## config.mk

```make
export PLATFORM = sky130hd
export DESIGN_NAME = mult_wb_buffer
export DESIGN_NICKNAME = d
export VERILOG_FILES = /design/src/rtl/mult_wb_buffer_pkg.sv /design/src/rtl/mult_wb_buffer_fifo.sv /design/src/rtl/mult_wb_buffer.sv
export SDC_FILE = /design/constraint.sdc
export NUM_CORES = 1
export LEC_CHECK = 0
export ABC_AREA = 1
export CORE_AREA = 5 5 158 160
export CTS_CLUSTER_SIZE = 20
export DETAILED_ROUTE_END_ITERATION = 12
export DIE_AREA = 0 0 163 165
export HOLD_SLACK_MARGIN = 0.06
export PLACE_DENSITY = 0.77
export SETUP_SLACK_MARGIN = 0.3
export SYNTH_ARGS = -nofsm -noshare
export SYNTH_HDL_FRONTEND = slang
export SYNTH_SLANG_ARGS = --single-unit
```

## constraint.sdc

```tcl
create_clock -name clk_i -period 2.4 [get_ports clk_i]
set_input_delay 0.36 -clock clk_i [delete_from_list [all_inputs] [get_ports clk_i]]
set_output_delay 0.36 -clock clk_i [all_outputs]
set_load 0.005 [all_outputs]
```

## src/rtl/mult_wb_buffer_pkg.sv

```systemverilog
// Shared types for the mult/div writeback buffer: trans-id width, FIFO entry, FSM states.
package mult_wb_buffer_pkg;

  localparam int unsigned TRANS_ID_BITS = 3;

  typedef struct packed {
    logic [63:0]              result;
    logic [TRANS_ID_BITS-1:0] trans_id;
  } mult_wb_entry_t;

  typedef enum logic [0:0] {
    RUN   = 1'b0,
    DRAIN = 1'b1
  } wb_state_e;

endpackage

```

## src/rtl/mult_wb_buffer_fifo.sv

```systemverilog
// DEPTH-entry FIFO of writeback entries; clear empties it in one cycle.
module mult_wb_fifo
  import mult_wb_buffer_pkg::*;
#(
  parameter int unsigned DEPTH = 4,
  localparam int unsigned PTR_W = $clog2(DEPTH),
  localparam int unsigned CNT_W = $clog2(DEPTH + 1)
) (
  input  logic             clk,
  input  logic             rst_n,
  input  logic             clear,
  input  logic             push,
  input  mult_wb_entry_t   push_data,
  input  logic             pop,
  output mult_wb_entry_t   head,
  output logic [CNT_W-1:0] count,
  output logic             full,
  output logic             empty
);

  mult_wb_entry_t   mem_r [DEPTH];
  logic [PTR_W-1:0] wr_ptr_r;
  logic [PTR_W-1:0] rd_ptr_r;
  logic [CNT_W-1:0] count_r;
  logic             do_push_s;
  logic             do_pop_s;

  assign full      = (count_r == CNT_W'(DEPTH));
  assign empty     = (count_r == '0);
  assign do_pop_s  = pop && !empty;
  assign do_push_s = push && (!full || do_pop_s);
  assign head      = mem_r[rd_ptr_r];
  assign count     = count_r;

  // Storage, pointers and occupancy; pointers wrap naturally since DEPTH is a power of two.
  always_ff @(posedge clk or negedge rst_n) begin
    if (!rst_n) begin
      for (int i = 0; i < DEPTH; i++) begin
        mem_r[i] <= '0;
      end
      wr_ptr_r <= '0;
      rd_ptr_r <= '0;
      count_r  <= '0;
    end else if (clear) begin
      wr_ptr_r <= '0;
      rd_ptr_r <= '0;
      count_r  <= '0;
    end else begin
      if (do_push_s) begin
        mem_r[wr_ptr_r] <= push_data;
        wr_ptr_r        <= wr_ptr_r + PTR_W'(1);
      end
      if (do_pop_s) begin
        rd_ptr_r <= rd_ptr_r + PTR_W'(1);
      end
      case ({do_push_s, do_pop_s})
        2'b10:   count_r <= count_r + CNT_W'(1);
        2'b01:   count_r <= count_r - CNT_W'(1);
        default: count_r <= count_r;
      endcase
    end
  end

endmodule

```

## src/rtl/mult_wb_buffer.sv

```systemverilog
// Writeback buffer behind the mult/div unit: result FIFO, issue credits and post-flush drop window.
// Optional same-cycle bypass to writeback when the FIFO is empty: define MULT_WB_BYPASS_EN.
module mult_wb_buffer
  import mult_wb_buffer_pkg::*;
#(
  parameter int unsigned DEPTH       = 4,
  parameter int unsigned DATA_WIDTH  = 64,
  parameter int unsigned MUL_LATENCY = 2,
  localparam int unsigned CNT_W      = $clog2(DEPTH + 1)
) (
  input  logic                     clk_i,
  input  logic                     rst_ni,
  input  logic                     flush_i,
  input  logic                     issue_fire_i,
  output logic                     issue_ready_o,
  input  logic                     mult_valid_i,
  input  logic [DATA_WIDTH-1:0]    mult_result_i,
  input  logic [TRANS_ID_BITS-1:0] mult_trans_id_i,
  output logic                     wb_valid_o,
  input  logic                     wb_ready_i,
  output logic [DATA_WIDTH-1:0]    wb_result_o,
  output logic [TRANS_ID_BITS-1:0] wb_trans_id_o,
  output logic [CNT_W-1:0]         count_o,
  output logic                     error_o
);

  localparam int unsigned DROP_W = $clog2(MUL_LATENCY + 1);

  wb_state_e        state_r, state_s;
  logic [DROP_W-1:0] drop_cnt_r, drop_cnt_s;
  logic [CNT_W-1:0]  inflight_r, inflight_s;
  logic              error_r, error_s;

  mult_wb_entry_t   push_entry_s;
  mult_wb_entry_t   head_s;
  logic [CNT_W-1:0] fifo_count_s;
  logic             fifo_full_s;
  logic             fifo_empty_s;
  logic             clear_s;
  logic             accept_s;
  logic             bypass_s;
  logic             push_s;
  logic             pop_s;
  logic             dec_s;
  logic             sat_s;
  logic             unexpected_s;
  logic             overflow_s;

  // A result is taken only in RUN and not in a flush cycle; everything else is silently dropped.
  assign accept_s = (state_r == RUN) && !flush_i && mult_valid_i;

`ifdef MULT_WB_BYPASS_EN
  assign bypass_s = accept_s && fifo_empty_s;
`else
  assign bypass_s = 1'b0;
`endif

  assign wb_valid_o    = bypass_s || ((state_r == RUN) && !fifo_empty_s);
  assign wb_result_o   = bypass_s ? mult_result_i : head_s.result;
  assign wb_trans_id_o = bypass_s ? mult_trans_id_i : head_s.trans_id;
  assign pop_s         = wb_valid_o && wb_ready_i && !bypass_s;
  assign push_s        = accept_s && !(bypass_s && wb_ready_i);

  assign push_entry_s.result   = mult_result_i;
  assign push_entry_s.trans_id = mult_trans_id_i;

  assign dec_s        = accept_s && (inflight_r != '0);
  assign unexpected_s = accept_s && (inflight_r == '0);
  assign sat_s        = (state_r == RUN) && !flush_i && issue_fire_i && !dec_s
                        && (inflight_r == CNT_W'(DEPTH));
  assign overflow_s   = push_s && fifo_full_s && !pop_s;
  assign error_s      = error_r || overflow_s || unexpected_s || sat_s;

  assign issue_ready_o = (state_r == RUN)
                         && (({1'b0, fifo_count_s} + {1'b0, inflight_r}) < (CNT_W + 1)'(DEPTH));
  assign count_o       = fifo_count_s;
  assign error_o       = error_r;

  mult_wb_fifo #(
    .DEPTH (DEPTH)
  ) u_fifo (
    .clk       (clk_i),
    .rst_n     (rst_ni),
    .clear     (clear_s),
    .push      (push_s),
    .push_data (push_entry_s),
    .pop       (pop_s),
    .head      (head_s),
    .count     (fifo_count_s),
    .full      (fifo_full_s),
    .empty     (fifo_empty_s)
  );

  // Next-state, drop window and in-flight credit tracking.
  always_comb begin
    state_s    = state_r;
    drop_cnt_s = drop_cnt_r;
    inflight_s = inflight_r;
    clear_s    = 1'b0;
    case (state_r)
      RUN: begin
        if (flush_i) begin
          state_s    = DRAIN;
          drop_cnt_s = DROP_W'(MUL_LATENCY);
          inflight_s = '0;
          clear_s    = 1'b1;
        end else begin
          case ({issue_fire_i, dec_s})
            2'b10:   inflight_s = sat_s ? inflight_r : inflight_r + CNT_W'(1);
            2'b01:   inflight_s = inflight_r - CNT_W'(1);
            default: inflight_s = inflight_r;
          endcase
        end
      end
      DRAIN: begin
        if (flush_i) begin
          drop_cnt_s = DROP_W'(MUL_LATENCY);
        end else if (drop_cnt_r <= DROP_W'(1)) begin
          state_s = RUN;
        end else begin
          drop_cnt_s = drop_cnt_r - DROP_W'(1);
        end
      end
      default: state_s = RUN;
    endcase
  end

  // Control registers.
  always_ff @(posedge clk_i or negedge rst_ni) begin
    if (!rst_ni) begin
      state_r    <= RUN;
      drop_cnt_r <= '0;
      inflight_r <= '0;
      error_r    <= 1'b0;
    end else begin
      state_r    <= state_s;
      drop_cnt_r <= drop_cnt_s;
      inflight_r <= inflight_s;
      error_r    <= error_s;
    end
  end

endmodule

```

* After elaboration in Yosys (flattened, before gate mapping) *
Cells that the tools add are included.

storage, ports and cells
  bits in registers = 282
  latch bits = 0
  bits in writable memories = 0
  ROM bits = 0
  bits of input ports = 73
  output and inout port bits = 73
  logic and storage cells = 99
  memories = 0

cells by class
  $add $sub $neg = 8
  multiply operators = 0
  divide/modulo/power cells = 0
  magnitude comparators = 5
  equal/unequal tests = 9
  shift-type cells = 0
  mux-type cells = 24
  bitwise logic cells = 4
  reduce and logical (&&, ||, !) cells = 34

operators with widths
  kind                                                                           number
  268-bit bitwise mux                                                            1
  67-bit 2-to-1 mux                                                              3
  67-bit binary-select mux with 2-bit select                                     1
  67-bit demux with 2-bit select                                                 1
  1-bit logical AND                                                              15
  2-bit 2-to-1 mux                                                               7
  3-bit one-hot mux with 2 select lines                                          2
  3-bit 2-to-1 mux                                                               3
  3-bit nonzero test                                                             3
  3-bit by 1-bit adder with 3-bit output (second input constant)                 2
  3-bit equality test (second input constant)                                    2
  3-bit greater-or-equal comparator (second input constant)                      2
  3-bit zero test                                                                2
  3-bit inequality test (second input constant)                                  2
  2-bit NOT with 3-bit output                                                    2
  3-bit by 1-bit subtractor with 3-bit output (second input constant)            2
  1-bit zero test                                                                5
  2-bit by 1-bit adder with 2-bit output (second input constant)                 2
  3-bit by 3-bit adder with 4-bit output                                         1
  2-bit by 1-bit equality test with 1-bit output (second input constant)         2
  2-bit equality test (second input constant)                                    2
  1-bit logical OR                                                               4
  4-bit by 3-bit less-than comparator with 1-bit output (second input constant)  1
  1-bit 2-to-1 mux                                                               4
  10 further kinds                                                               13

* Logic depth before layout (Yosys ltp) *
Gate-level depths: netlist of run 1.

  depth after elaboration = 10
  gate-level depth with buffers = 15

* By module *
Synthesis of run 1 repeated with hierarchy kept, for this count alone.

unflattened totals
  cell total of the unflattened synthesis = 1675
  area total of the unflattened synthesis = 13316.5 sq um

modules (own cells, without submodules)
  module          instances  cells an instance  area each (sq um)  seq. area each (sq um)
  mult_wb_fifo    1          1602               12762.2            6881.6
  mult_wb_buffer  1          73                 554.3              175.2

* Worst setup path before layout of run 1 *
Ideal clock, no wire load.

  path kind = flip-flop to flip-flop
  start = register u_fifo.count_r[1] (netlist: u_fifo.count[1])
  end = register u_fifo.count_r[2] (netlist: u_fifo.count[2])
  setup time = 0.122 ns
  arrival time = 1.726 ns
  required time = 2.278 ns
  path slack = 0.552 ns
  stages on the path, launching flop included = 12
  clock period less this slack = 1.848 ns
  path through = dfrtp_1 -> nor2_4 -> a21oi_1 -> nand3_1 -> inv_1 -> fa_1 -> nand2_1 -> inv_1 -> nor2_1 -> nand4_1 -> nand2_1 -> o21ai_1

between the ends
  cells in the longest elaborated chain, start to end = 10

ends and longest elaborated chain
  item                                                                                   RTL line                   text
  start: declaration                                                                     mult_wb_buffer_fifo.sv:24  logic [CNT_W-1:0] count_r;
  start signal: assignment                                                               mult_wb_buffer_fifo.sv:57  2'b10: count_r <= count_r + CNT_W'(1);
  start signal: assignment                                                               mult_wb_buffer_fifo.sv:58  2'b01: count_r <= count_r - CNT_W'(1);
  start signal: assignment                                                               mult_wb_buffer_fifo.sv:59  default: count_r <= count_r;
  3-bit zero test (*)                                                                    mult_wb_buffer_fifo.sv:29  assign empty = (count_r == '0);
  1-bit zero test (*)                                                                    mult_wb_buffer.sv:58       assign wb_valid_o = bypass_s || ((state_r == RUN) && !fifo_empty_s);
  1-bit logical AND (*)                                                                  mult_wb_buffer.sv:58
  via wb_valid_o                                                                         mult_wb_buffer.sv:19       output logic wb_valid_o,
  1-bit logical AND (*)                                                                  mult_wb_buffer.sv:61       assign pop_s = wb_valid_o && wb_ready_i && !bypass_s;
  1-bit logical AND (*)                                                                  mult_wb_buffer_fifo.sv:30  assign do_pop_s = pop && !empty;
  1-bit logical OR                                                                       mult_wb_buffer_fifo.sv:31  assign do_push_s = push && (!full || do_pop_s);
  1-bit logical AND                                                                      mult_wb_buffer_fifo.sv:31
  2-bit by 1-bit equality test with 1-bit output or 2-bit equality test (tied branches)  mult_wb_buffer_fifo.sv:56  case ({do_push_s, do_pop_s})
  3-bit one-hot mux with 2 select lines                                                  mult_wb_buffer_fifo.sv:56
  3-bit 2-to-1 mux                                                                       mult_wb_buffer_fifo.sv:44  end else if (clear) begin

The timed path passes the listed nets; every way through them passes the cells marked *.
A chain may end at the register's enable or synchronous reset.

* Final worst setup path of run 1 *
  start = register u_fifo.rd_ptr_r[0]
  end = output wb_result_o[3]

between the ends
  cells in the longest elaborated chain, start to end = 4

ends and longest elaborated chain
  item                                                   RTL line                   text
  start: declaration                                     mult_wb_buffer_fifo.sv:23  logic [PTR_W-1:0] rd_ptr_r;
  start signal: assignment                               mult_wb_buffer_fifo.sv:54  rd_ptr_r <= rd_ptr_r + PTR_W'(1);
  2-bit NOT with 3-bit output (implied by the code)      mult_wb_buffer_fifo.sv:32  assign head = mem_r[rd_ptr_r];
  67-bit binary-select mux with 2-bit select             mult_wb_buffer_fifo.sv:32
  67-bit 2-to-1 mux (implied by the code) (2 in series)  mult_wb_buffer_fifo.sv:32
  end: declaration                                       mult_wb_buffer.sv:21       output logic [DATA_WIDTH-1:0] wb_result_o,

Every way passes these cells. The select of a mux whose other input is x is not followed.

==> results of run 1 <==
-- kinds of logic after synthesis --
| family | count (synthesis) | synth area share |
|---|---|---|
| and+or+nand+nor | 484 | 0.155 |
| AOI/OAI and AO/OA | 476 | 0.197 |
| DFF | 282 | 0.563 |
| buffers and inverters | 188 | 0.0743 |
| adders and majority gates | 9 | 0.0102 |
| xor gates and xnor gates | 2 | 0.00140 |
-- how the worst min path moves through the flow --
stage | cells past startpoint | start | slack, ns | endpoint
detailed placement | 1 | rst_ni | 0.32 | drop_cnt_r[0]$_DFFE_PN0P_
floorplan | 0 | rst_ni | 0.06 | drop_cnt_r[0]$_DFFE_PN0P_
global placement | 1 | rst_ni | 0.32 | drop_cnt_r[0]$_DFFE_PN0P_
global route | 2 | rst_ni | 0.37 | u_fifo.mem_r[19]$_DFFE_PN0P_
finish | 2 | rst_ni | 0.32 | u_fifo.mem_r[220]$_DFFE_PN0P_
CTS | 2 | rst_ni | 0.32 | state_r$_DFF_PN0_
-- final cells by class --
type                       instances  area (sq um)  area share
tap                              319           399      0.0237
timing repair buffer             221          2660       0.158
multi-input combinational        971          5360       0.318
clock buffer                      43           881      0.0523
timing repair inverter             1          8.76    0.000521
clock inverter                    13           101     0.00602
sequential                       282          7060       0.420
inverter                          88           348      0.0207
antenna                            1          2.50    0.000149
-- metal layers --
layer | global-route usage | vias to the layer above | wire length [microns]
met5 | 0 | - | 0
met4 | 0.0934 | 0 | 1380
met3 | 0.0387 | 103 | 2530
met2 | 0.437 | 518 | 18800
met1 | 0.358 | 5501 | 15500
li1 | - | 5117 | -
-- power groups by stage --
| stage | combinational [W] | clock (W) | sequential (W) |
|---|---|---|---|
| after detailed placement | 0.00767 | 0 | 0.00707 |
| after floorplan | 0.00405 | 0 | 0.00686 |
| after global placement | 0.00752 | 0 | 0.00702 |
| after global routing | 0.0107 | 0.00486 | 0.00745 |
| final | 0.00988 | 0.00459 | 0.00731 |
| after CTS | 0.00865 | 0.00464 | 0.00710 |
-- timing repair --
action	in CTS	in global routing
hold endpoints to repair	49	0
setup endpoints to repair	69	117
pin swaps	42	32
hold buffers	1	0
gates resized for setup	453	152
buffers inserted	21	2
gates cloned	19	9
-- registers in the layout (all words and copies together) (netlist names) --
name	count
drop_cnt_r	2
error_o	1
inflight_r	3
state_r	1
u_fifo.count	3
u_fifo.mem_r	268
u_fifo.rd_ptr_r	2
u_fifo.wr_ptr_r	2
-- placed cells by master, fill, tap and decap left out, types with 3 or more instances in the layout --
cell type                         count
sky130_fd_sc_hd__nand2_1            309
sky130_fd_sc_hd__buf_6               10
sky130_fd_sc_hd__nor2_2              25
sky130_fd_sc_hd__clkdlybuf4s50_1     75
sky130_fd_sc_hd__o22ai_1             33
sky130_fd_sc_hd__nand3_4              5
sky130_fd_sc_hd__nor2_1             104
sky130_fd_sc_hd__ha_1                 7
sky130_fd_sc_hd__o21ai_0             31
sky130_fd_sc_hd__buf_4                7
sky130_fd_sc_hd__clkbuf_8             7
sky130_fd_sc_hd__clkbuf_16           39
sky130_fd_sc_hd__inv_2                3
sky130_fd_sc_hd__clkinv_2             9
sky130_fd_sc_hd__o21ai_1            305
sky130_fd_sc_hd__buf_12              25
sky130_fd_sc_hd__a21oi_1              3
sky130_fd_sc_hd__dfrtp_2              3
sky130_fd_sc_hd__buf_16              22
sky130_fd_sc_hd__dfrtp_1            278
sky130_fd_sc_hd__inv_1               83
sky130_fd_sc_hd__nor2_4              24
sky130_fd_sc_hd__o21ai_4             14
sky130_fd_sc_hd__o22ai_2             34
sky130_fd_sc_hd__dlygate4sd2_1        3
sky130_fd_sc_hd__buf_8                4
sky130_fd_sc_hd__buf_2               62
sky130_fd_sc_hd__nand4_1              4
sky130_fd_sc_hd__clkbuf_1             6
sky130_fd_sc_hd__o21ai_2             54
sky130_fd_sc_hd__nand3_1              8
-- stage by stage --
step | hold WS, ns | util | TNS [ns] | std cells | instance area, sq um
final | 0.319 | 0.723 | -0.141 | 1939 | 16800
after global routing | 0.369 | 0.723 | -0.626 | 1939 | 16800
after CTS | 0.321 | 0.693 | 0 | 1927 | 16100
after detailed placement | 0.323 | 0.612 | 0 | 1830 | 14200
after global placement | 0.321 | 0.612 | 0 | 1830 | 14200
after floorplan | 0.0644 | - | 0 | 1441 | 12500
-- synthesized netlist by cell type --
| cell type | count | area [sq um] |
|---|---|---|
| sky130_fd_sc_hd__nand2_2 | 1 | 6.26 |
| sky130_fd_sc_hd__nand3_4 | 5 | 87.6 |
| sky130_fd_sc_hd__nand3_2 | 2 | 20.0 |
| sky130_fd_sc_hd__nand4_1 | 4 | 25.0 |
| sky130_fd_sc_hd__o21ai_0 | 135 | 676 |
| sky130_fd_sc_hd__inv_1 | 84 | 315 |
| sky130_fd_sc_hd__nand2_1 | 309 | 1160 |
| sky130_fd_sc_hd__inv_2 | 4 | 15.0 |
| sky130_fd_sc_hd__nand3b_1 | 1 | 7.51 |
| sky130_fd_sc_hd__buf_4 | 1 | 7.51 |
| sky130_fd_sc_hd__buf_6 | 28 | 315 |
| sky130_fd_sc_hd__o22ai_1 | 67 | 419 |
| sky130_fd_sc_hd__nor2_4 | 2 | 22.5 |
| sky130_fd_sc_hd__buf_2 | 10 | 50.1 |
| sky130_fd_sc_hd__nor3_1 | 1 | 5.00 |
| sky130_fd_sc_hd__a21oi_1 | 4 | 20.0 |
| sky130_fd_sc_hd__clkbuf_1 | 61 | 229 |
| sky130_fd_sc_hd__fa_1 | 2 | 40.0 |
| sky130_fd_sc_hd__nor2_1 | 151 | 567 |
| sky130_fd_sc_hd__ha_1 | 7 | 87.6 |
| sky130_fd_sc_hd__xor2_1 | 2 | 17.5 |
| sky130_fd_sc_hd__nand3_1 | 8 | 40.0 |
| sky130_fd_sc_hd__o21ai_1 | 269 | 1350 |
| sky130_fd_sc_hd__a31oi_1 | 1 | 6.26 |
| sky130_fd_sc_hd__dfrtp_1 | 282 | 7060 |
==> metrics.yaml, run 1 <==
final_layout:
  layout-drive-gt1-share: 0.224
  final_nets: 1677
  layout_fillers: 1713
  area.growth.synth_to_final_pct: 34.2
critical_path:
  worst_setup_path_end_kind: "output port"
  path_delay_family: "buffers and inverters"
  cpMostUsedCell: "sky130_fd_sc_hd__buf_12"
  worstSetupEndpoint: "wb_result_o[3]"
  worst-path-stages: 8
  cp.buffers_inverters: 6
  critPathMaxFanout: 7
  worst_ep_required_time_ns: 2.04
  worst_path_largest_cell_delay_ns: 0.52
  worst_r2r_endpoint: "u_fifo.mem_r[136]$_DFFE_PN0P_"
  critical_path_arrival_ns: 2.12
  crit_path_start_kind: "flip-flop"
  crit_chain: "clkinv_8 > buf_6 > buf_12 > buf_12 > buf_16 > o21ai_2 > o22ai_1 > buf_2"
  worst-r2r-setup-slack_ns: 0.43
  critPathLaunch: "u_fifo.rd_ptr_r[0]$_DFFE_PN0P_"
  timing.critical_path.slowest_stage_cell: "sky130_fd_sc_hd__dfrtp_4"
  type_of_the_setup_path_with_the_least_slack: "flip-flop to output port"
  worst_r2r_startpoint: "u_fifo.count[1]$_DFFE_PN0P_"
  worst_r2r_path_depth: 8
logic_synthesis:
  syn-num-nets: 1523
  post_synth_num_cell_types: 25
  avgSynthCellArea_sq_um: 8.70
  synthCells: 1441
  seq_area_frac_synth: 0.563
  netlist_area_sq_um: 12500
  ys_seq_elements: 282
  yosys_warnings: 0
worst_hold_path:
  min-delay-path-class: "primary input to async pin"
power:
  combinationalPowerShare: 0.454
  powerDensity_nw_per_um2: 1290
  total_power_w: 0.0218
  switching_power_w: 0.00825
  cellLeakagePower_nw: 7.93
  switching_share: 0.379
  power.sequential.fraction: 0.335
  cell_internal_pwr_w: 0.0135
  power.clock.fraction: 0.211
  maximum_ir_drop_on_the_vdd_rail_v: 0.000695
drt:
  route.detailed.drc: 0
  firstDrtPassIters: 8
  detail-route-antenna-nets: 0
  route.final.wire_length_microns: 38200
  detail_route.iter0.violations: 1009
  post_drt_via_cell_ratio: 5.80
  num_vias: 11200
  wl_per_cell_microns: 19.7
run_status:
  failed_checks: "setup timing"
  status: "finished, violations left"
global_route:
  grt_pass1_vias: 11100
  antenna_violations_before_repair: 1
  grt_overflow: 0
  grt_pass1_wl_microns: 57600
  gr-usage-all-layers: 0.264
  grt_start_max_net_pins: 135
run:
  max-cap-violations: 0
die:
  die_x_microns: 163
  effective_utilization_at_floorplan: 0.539
  core-area_sq_um: 23300
  y_dimension_of_the_die_microns: 165
  io_pins: 146
  count_of_standard_cell_rows: 56
  fp.dieArea_sq_um: 26900
sta:
  timing.final.max_slew_violations: 0
  min_period_ns: 2.48
  slew-limit-headroom: 0.675
  finalSetupViolations: 5
  timing_hold_violations_final: 0
  fin_skew_ns: 0.0191
  share_of_the_clock_period_used_by_the_worst_path_after_layout: 1.03
  worst_slack_ns: -0.0781
  timing.fmax_ghz: 0.404
  rsz0062_at_grt: "yes"
  max_slew.worst_pin.slew_ns: 0.487
cts:
  h-tree-depth: 1
  clk_root_buffer_cell: "sky130_fd_sc_hd__clkbuf_16"
  clk-insertion-delay-late_ns: 0.56
  tritoncts_num_sinks: 282
  cts_tree: "yes"
  cts-buffers-inserted: 30
  clk_pin_slew_worst_paths_ns: 0.07
  cts-root-to-sink-buffers: 3
place:
  io_buffer_count: 145
  preCtsSetupSlack_ns: 0.0767
  dp.final_hpwl_microns: 18100
  gp_congestion: 0.806
No activity file was read; power rests on OpenSTA's default activity.
==> run 2: changes to the inputs <==
--- a/config.mk
+++ b/config.mk
@@ -6,12 +6,12 @@
 export NUM_CORES = 1
 export LEC_CHECK = 0
 export ABC_AREA = 1
-export CORE_AREA = 5 5 158 160
-export CTS_CLUSTER_SIZE = 20
+export CORE_AREA = 5 5 173 175
+export CTS_CLUSTER_SIZE = 10
 export DETAILED_ROUTE_END_ITERATION = 12
-export DIE_AREA = 0 0 163 165
+export DIE_AREA = 0 0 178 180
 export HOLD_SLACK_MARGIN = 0.06
-export PLACE_DENSITY = 0.77
+export PLACE_DENSITY = 0.66
 export SETUP_SLACK_MARGIN = 0.3
 export SYNTH_ARGS = -nofsm -noshare
 export SYNTH_HDL_FRONTEND = slang
==> metrics.yaml, run 2 (synthesized netlist as in run 1, its figures left out) <==
cts:
  cts_tree: "yes"
  cts-buffers-inserted: 34
  h-tree-depth: 2
  clk_root_buffer_cell: "sky130_fd_sc_hd__clkbuf_16"
  clk_pin_slew_worst_paths_ns: 0.06
  cts-root-to-sink-buffers: 3
  tritoncts_num_sinks: 282
  clk-insertion-delay-late_ns: 0.50
power:
  powerDensity_nw_per_um2: 1250
  cellLeakagePower_nw: 7.71
  total_power_w: 0.0203
  maximum_ir_drop_on_the_vdd_rail_v: 0.000578
global_route:
  gr-usage-all-layers: 0.213
  antenna_violations_before_repair: 0
  grt_pass1_vias: 10400
  grt_start_max_net_pins: 75
  grt_overflow: 0
  grt_pass1_wl_microns: 55600
critical_path:
  worst_setup_path_end_kind: "output port"
  worst_ep_required_time_ns: 2.04
  worst_r2r_startpoint: "inflight_r[1]$_DFFE_PN0P_"
  critPathLaunch: "u_fifo.rd_ptr_r[0]$_DFFE_PN0P_"
  type_of_the_setup_path_with_the_least_slack: "flip-flop to output port"
  critPathMaxFanout: 8
  critical_path_arrival_ns: 1.96
  crit_path_start_kind: "flip-flop"
drt:
  route.final.wire_length_microns: 34800
  detail_route.iter0.violations: 940
  post_drt_via_cell_ratio: 5.34
  firstDrtPassIters: 5
  route.detailed.drc: 0
  detail-route-antenna-nets: 0
  wl_per_cell_microns: 17.5
  num_vias: 10600
die:
  y_dimension_of_the_die_microns: 180
  fp.dieArea_sq_um: 32000
  count_of_standard_cell_rows: 62
  effective_utilization_at_floorplan: 0.443
  die_x_microns: 178
  core-area_sq_um: 28300
  io_pins: 146
sta:
  timing.fmax_ghz: 0.431
  slew-limit-headroom: 0.701
  fin_skew_ns: 0.0118
  share_of_the_clock_period_used_by_the_worst_path_after_layout: 0.967
  hold_slack_ns: 0.370
  max_slew.worst_pin.slew_ns: 0.448
  timing_hold_violations_final: 0
  finalSetupViolations: 0
  timing.final.max_slew_violations: 0
  totalNegativeSetupSlack_ns: 0
  min_period_ns: 2.32
  rsz0062_at_grt: "yes"
  worst_slack_ns: 0.0797
final_layout:
  final_nets: 1675
  num_antenna_cells: 0
  max_flop_register: "u_fifo.mem_r"
  area.growth.synth_to_final_pct: 29.4
  layout-drive-gt1-share: 0.181
  mostFrequentLayoutCells: "316 x sky130_fd_sc_hd__o21ai_1, 309 x sky130_fd_sc_hd__nand2_1, 277 x sky130_fd_sc_hd__dfrtp_1, 112 x sky130_fd_sc_hd__nor2_1, 83 x sky130_fd_sc_hd__inv_1"
  final_cell_count_no_fill: 1986
  layout_commonest_cell: "sky130_fd_sc_hd__o21ai_1"
  largest_reg_flops: 268
  layout_fillers: 2499
worst_hold_path:
  min-delay-path-class: "primary input to async pin"
place:
  io_buffer_count: 145
  gp_congestion: 0.788
  dp.final_hpwl_microns: 18100
  preCtsSetupSlack_ns: 0.199
  numPlacedInstances: 1901
run:
  max-cap-violations: 0
run_status:
  status: "finished, final reports clean"
[run 2: area by class of cell]
class                   instances  area, sq um  area share
multi-input cells             971         4990       0.308
repair buffers                216         2440       0.150
inverters                      88          343      0.0211
clock buffers                  41          877      0.0540
well taps                     384          480      0.0296
flip-flops and latches        282         7070       0.435
clock inverters                 4         38.8     0.00239
[run 2: per-stage QoR]
step                 util  cell area, sq um
finish              0.573             16200
global route        0.573             16200
CTS                 0.563             15900
detailed placement  0.507             14300
global placement    0.507             14300
floorplan               -             12500
[run 2: path summary, 6_finish.rpt]
path / endpoint / slack [ns] / depth (start not counted)
setup / recovery: wb_result_o[20] / 0.08 / 6
hold / removal: u_fifo.mem_r[181]$_DFFE_PN0P_ / 0.37 / 2
setup reg to reg: inflight_r[2]$_DFFE_PN0P_ / 0.48 / 12
hold reg to reg: error_o$_DFF_PN0_ / 0.47 / 2
max in group asynchronous: u_fifo.mem_r[30]$_DFFE_PN0P_ / 1.32 / 3
min in group clk_i: error_o$_DFF_PN0_ / 0.47 / 2
[run 2: layer usage]
layer / global-route usage / vias to the layer above / share of wire
li1: - / 5113 / -
met1: 0.298 / 5134 / 0.45
met2: 0.342 / 304 / 0.48
met3: 0.0366 / 57 / 0.053
met4: 0.0613 / 0 / 0.022
met5: 0 / - / 0
[run 2: worst max-delay path: stages (launching register included)]
cell	delay, ns
sky130_fd_sc_hd__dfrtp_4	0.56
sky130_fd_sc_hd__inv_12	0.09
sky130_fd_sc_hd__buf_4	0.14
sky130_fd_sc_hd__bufbuf_16	0.27
sky130_fd_sc_hd__o21ai_0	0.08
sky130_fd_sc_hd__o22ai_1	0.16
sky130_fd_sc_hd__buf_2	0.15
[run 2: repair_timing]
action	in CTS	in global routing
setup buffers	18	0
endpoints found under the setup margin	69	67
gates resized for setup	381	104
hold buffers	1	0
cloned	18	3
pin swaps	56	55
endpoints found under the hold margin	45	0
[run 2: power by group]
part           internal (W)  switching [W]
Sequential          0.00621       0.000912
Clock               0.00256        0.00186
Combinational       0.00413        0.00464
Total                0.0129        0.00741
